<file path="config.mk">
export PLATFORM = sky130hd
export DESIGN_NAME = fetch_queue
export DESIGN_NICKNAME = d
export VERILOG_FILES = /design/src/rtl/fetch_queue.sv
export SDC_FILE = /design/constraint.sdc
export NUM_CORES = 1
export LEC_CHECK = 0
export BUFFER_PORTS_ARGS = -buffer_cell sky130_fd_sc_hd__buf_2
export CORE_ASPECT_RATIO = 1.2
export CORE_MARGIN = 2
export CORE_UTILIZATION = 44
export CTS_CLUSTER_SIZE = 25
export DETAILED_ROUTE_END_ITERATION = 10
export GPL_TIMING_DRIVEN = 0
export MAX_ROUTING_LAYER = met4
export PLACE_DENSITY = 0.72
export SLEW_MARGIN = 20
export SYNTH_ARGS = -nofsm -noshare
export SYNTH_HDL_FRONTEND = slang
export SYNTH_SLANG_ARGS = --single-unit
</file>
<file path="constraint.sdc">
create_clock -name clk -period 3 [get_ports clk]
set_clock_uncertainty 0.15 [all_clocks]
set_input_delay 0.3 -clock clk [delete_from_list [all_inputs] [get_ports clk]]
set_output_delay 0.3 -clock clk [all_outputs]
set_load 0.02 [all_outputs]
</file>
<file path="src/rtl/fetch_queue.sv">
// In-order instruction fetch queue: issues word-aligned fetches, buffers returned
// words per entry, delivers the head to IF/ID, and drops responses made stale by a redirect.
module fetch_queue #(
  parameter int unsigned DEPTH    = 4,
  parameter logic [63:0] RESET_PC = 64'd0
) (
  input  logic        clk,
  input  logic        reset,
  output logic        imem_req_valid,
  input  logic        imem_req_ready,
  output logic [63:0] imem_req_addr,
  input  logic        imem_resp_valid,
  input  logic [31:0] imem_resp_data,
  input  logic        redirect,
  input  logic [63:0] redirect_pc,
  input  logic        stall,
  output logic        inst_valid,
  output logic [31:0] inst_out,
  output logic [63:0] inst_pc
);

  localparam int unsigned PW = (DEPTH > 1) ? $clog2(DEPTH) : 1;
  localparam int unsigned CW = PW + 1;

  logic [PW-1:0] head_q, head_d, tail_q, tail_d, fill_q, fill_d;
  logic [CW-1:0] count_q, count_d, pend_q, pend_d, drop_q, drop_d;
  logic [63:0]   fetch_pc_q, fetch_pc_d;
  logic [63:0]   pc_q   [DEPTH];
  logic [63:0]   pc_d   [DEPTH];
  logic [31:0]   inst_q [DEPTH];
  logic [31:0]   inst_d [DEPTH];
  logic [DEPTH-1:0] filled_q, filled_d;

  logic          accept_c, consume_c, fill_c;
  logic [CW:0]   credit_c, outstanding_c;

  // Stale requests still hold credit so the memory never sees more than DEPTH in flight.
  assign credit_c       = {1'b0, count_q} + {1'b0, drop_q};
  assign imem_req_valid = reset & ~redirect & (credit_c < (CW+1)'(DEPTH));
  assign imem_req_addr  = fetch_pc_q;
  assign accept_c       = imem_req_valid & imem_req_ready;

  assign inst_valid = filled_q[head_q];
  assign inst_out   = inst_q[head_q];
  assign inst_pc    = pc_q[head_q];
  assign consume_c  = filled_q[head_q] & ~stall & ~redirect;

  assign outstanding_c = {1'b0, drop_q} + {1'b0, pend_q};

  // Next-state: redirect flushes everything; otherwise allocate, fill and consume independently.
  always_comb begin
    head_d     = head_q;
    tail_d     = tail_q;
    fill_d     = fill_q;
    count_d    = count_q;
    pend_d     = pend_q;
    drop_d     = drop_q;
    fetch_pc_d = fetch_pc_q;
    pc_d       = pc_q;
    inst_d     = inst_q;
    filled_d   = filled_q;
    fill_c     = 1'b0;

    if (redirect) begin
      head_d     = '0;
      tail_d     = '0;
      fill_d     = '0;
      count_d    = '0;
      pend_d     = '0;
      filled_d   = '0;
      fetch_pc_d = redirect_pc & ~64'd3;
      if (imem_resp_valid && (outstanding_c != '0)) begin
        drop_d = CW'(outstanding_c - (CW+1)'(1));
      end else begin
        drop_d = CW'(outstanding_c);
      end
    end else begin
      if (accept_c) begin
        pc_d[tail_q]     = fetch_pc_q;
        filled_d[tail_q] = 1'b0;
        tail_d           = tail_q + PW'(1);
        fetch_pc_d       = fetch_pc_q + 64'd4;
      end

      // Responses arrive in order: stale ones are discarded first, then the oldest pending entry fills.
      if (imem_resp_valid) begin
        if (drop_q != '0) begin
          drop_d = drop_q - CW'(1);
        end else if (pend_q != '0) begin
          inst_d[fill_q]   = imem_resp_data;
          filled_d[fill_q] = 1'b1;
          fill_d           = fill_q + PW'(1);
          fill_c           = 1'b1;
        end
      end

      if (consume_c) begin
        filled_d[head_q] = 1'b0;
        head_d           = head_q + PW'(1);
      end

      if (accept_c && !consume_c) begin
        count_d = count_q + CW'(1);
      end else if (!accept_c && consume_c) begin
        count_d = count_q - CW'(1);
      end

      if (accept_c && !fill_c) begin
        pend_d = pend_q + CW'(1);
      end else if (!accept_c && fill_c) begin
        pend_d = pend_q - CW'(1);
      end
    end
  end

  // State registers.
  always_ff @(posedge clk or negedge reset) begin
    if (!reset) begin
      head_q     <= '0;
      tail_q     <= '0;
      fill_q     <= '0;
      count_q    <= '0;
      pend_q     <= '0;
      drop_q     <= '0;
      fetch_pc_q <= RESET_PC;
      filled_q   <= '0;
      for (int i = 0; i < int'(DEPTH); i++) begin
        pc_q[i]   <= '0;
        inst_q[i] <= '0;
      end
    end else begin
      head_q     <= head_d;
      tail_q     <= tail_d;
      fill_q     <= fill_d;
      count_q    <= count_d;
      pend_q     <= pend_d;
      drop_q     <= drop_d;
      fetch_pc_q <= fetch_pc_d;
      filled_q   <= filled_d;
      pc_q       <= pc_d;
      inst_q     <= inst_d;
    end
  end

endmodule

</file>
==> impl_metrics.tcl <==
set metrics [dict create \
    period_needed_ns 2.96 \
    cts_root_buffer "clkbuf_16" \
    wl_met1_mm 25.9 \
    power_density_mw_per_mm2 703 \
    final_util_pct 54.4 \
    drc 0 \
    netlist-cell-type-count 63 \
    hold_slack_ns 0.0173 \
    area_growth_pct 22.9 \
    place_area_mm2 0.0239 \
    hold_violations 0 \
    netlist.area_leader.share_pct 52.7 \
    power.leakage_nw 12.5 \
    slew_headroom_pct 30.7 \
    die_w_um 207 \
    synthCells 1650 \
    drive_gt1_share_pct 42.1 \
    synth_top_cell_by_area "dfrtp_1" \
    design_area_mm2 0.0267 \
    gp_congestion 0.942 \
    critPathKind "reg -> reg" \
    power_mw 18.7 \
    cts_tree "built" \
    clkTransAtPathRegs_ns 0.06 \
    ys_seq_area_share_pct 52.7 \
    final.period_utilization_pct 98.6 \
    cts_inserted_buffers 47 \
    synth-edff-count 0 \
    critPathRequiredTime_ns 3.32 \
    clockBufferDepth 3 \
    io_pins 264 \
    wl_met3_mm 5.52 \
    synth_area_mm2 0.0217 \
    status "completed" \
    yosys_warnings 0 \
    fin_tns_setup_ns 0 \
    drtAntennaViolNets 0 \
    min_path_type "in -> reg" \
    dieArea_mm2 0.0511 \
    core_area_mm2 0.0490 \
    die_h_um 247 \
    synth_flop_cell "dfrtp_1" \
    initialDrtViolationCount 1329 \
    met2_length_mm 31.4 \
    port_buffers 256 \
    slew_viol_final 0 \
    clock_latency_ns 0.59 \
    grt_use_total_pct 26.6 \
    via_per_inst 5.88 \
    vias 16100 \
    startpoint_type "register" \
    synth_area_per_cell_um2 13.2 \
    nNetsFinal 2190 \
    top_layer_used "met4" \
    cp-end-kind "register" \
    yosysMostFrequentCell "dfrtp_1" \
    htreeDepth 2 \
    setup_viol 0 \
    drv_cap 0 \
    grt_pass1_wl_mm 99.6 \
    cp_data_arrival_time_ns 3.27 \
    yosys-top-cells-area "dfrtp_1 (53%), mux2_2 (17%), mux4_2 (9.9%), nand2_1 (2.0%), o21ai_0 (1.5%)" \
    worst_pin_slew_ns 1.04 \
    path_max_fanout 10 \
    synth_common_cells "dfrtp_1 (457), mux2_2 (337), nand2_1 (113), mux4_2 (95), clkbuf_1 (82)" \
    wl_mm 65.7 \
    clock_sinks 457 \
    drt-wirelength-per-cell_um 24.0 \
    grt_max_degree 101 \
    overflow 0 \
    initial_core_util_pct 44.3 \
    ir_worst_vdd_uv 470 \
    dr.pass1.iters 6 \
    ys_ff_latch 457 \
    async_flop_share_pct 100 \
    rows 89 \
    dp_hpwl_mm 45.4 \
    antenna_found_initial 5 \
    grt_pass1_vias 16700 \
    max_freq_mhz 338 \
]
## flip-flops by register name, summed over array words and instances (netlist names)
register,count
drop_q,3
imem_req_addr,62
filled_q,4
pc_q,248
head_q,2
fill_q,2
count_q,3
inst_q,128
tail_q,2
pend_q,3
## layout by cell type (no fill, tap or decap), types with 14 or more instances in the layout
master         Yosys  layout
inv_1             23      23
buf_2             42     295
buf_4              4      14
clkbuf_16          0      48
nor3_1            19      17
o21ai_0           67      67
nand4_1           33      33
o211ai_1          20      20
nand3_1           57      57
nor2_1            47      45
clkbuf_2           2      26
a21oi_1           21      21
clkbuf_1          82      61
dlygate4sd3_1      0      94
nand2_1          113     111
ha_1              21      21
mux2_2           337     337
mux4_2            95      95
dfrtp_1          457     456
## layer usage
layer,GRT usage [%],vias to the layer above
li1,-,6918
met1,32.9,8224
met2,41.7,750
met3,5.84,192
met4,12.0,0
met5,-,-
## cells by family after synthesis
group                    count (synthesis)  synth area share, %
XOR/XNOR                                17                0.686
other                                    1               0.0173
multiplexers                           446                 28.0
buffers and inverters                  168                 3.23
AO/OA/AOI/OAI                          164                 4.82
adder cells (fa/ha/maj)                 24                 1.49
flip-flops                             457                 52.7
AND/OR/NAND/NOR                        373                 9.03
## repair_timing
action                                 4_1_cts  5_1_grt
gates resized for setup                     62       65
endpoints found under the hold margin      267        0
gates cloned                                 0        1
setup endpoints to repair                  273      293
buffers inserted                             4        2
pin swaps                                    1        2
hold buffers                                95        0
## report_power, final
| group | internal, mW | switching (mW) | leakage (nW) |
|---|---|---|---|
| logic | 2.23 | 2.74 | 5.66 |
| registers | 7.26 | 0.681 | 6.12 |
| clock network | 3.35 | 2.47 | 0.737 |
| total | 12.8 | 5.89 | 12.5 |
## area by class of cell
class | count | area (µm²)
inverters | 23 | 86.3
clock buffers | 70 | 1380
flip-flops and latches | 457 | 11400
plain buffers | 145 | 771
fillers | 4052 | 22300
multi-input cells | 1028 | 9610
well taps | 637 | 797
clock inverters | 10 | 131
repair buffers | 362 | 2440
diodes | 5 | 12.5
## through the flow
stage / std cells / worst slack [ns]
finish: 2737 / 0.0434
global route: 2737 / -0.0823
CTS: 2729 / 0.000211
detailed placement: 2550 / -1.33
global placement: 2546 / -10.32
floorplan: 1653 / 0.188
## critical path, stage by stage (launching register included)
cell and delay, ns:
dfrtp_2 0.46, ha_1 0.29, nand3_1 0.11, nand4_1 0.12, buf_4 0.15, buf_4 0.23, buf_8 0.20, nor2_1 0.08
fa_1 0.40, and3_1 0.17, o21ai_0 0.21, nor3b_1 0.27
## path summary, 6_finish.rpt
kind,to,cells after the start,slack (ns),from
setup reg to reg,pend_q[2]$_DFFE_PN0P_,11,0.04,drop_q[1]$_DFFE_PN0P_
hold / removal,imem_req_addr[55]$_DFFE_PN0N_,5,0.02,redirect_pc[55]
setup / recovery,pend_q[2]$_DFFE_PN0P_,11,0.04,drop_q[1]$_DFFE_PN0P_
max in group asynchronous,pc_q[220]$_DFFE_PN0P_,5,1.23,reset
min in group asynchronous,pc_q[195]$_DFFE_PN0P_,3,0.20,reset
hold reg to reg,pc_q[108]$_DFFE_PN0P_,2,0.33,pc_q[108]$_DFFE_PN0P_
(Power assumes the default switching activity.)
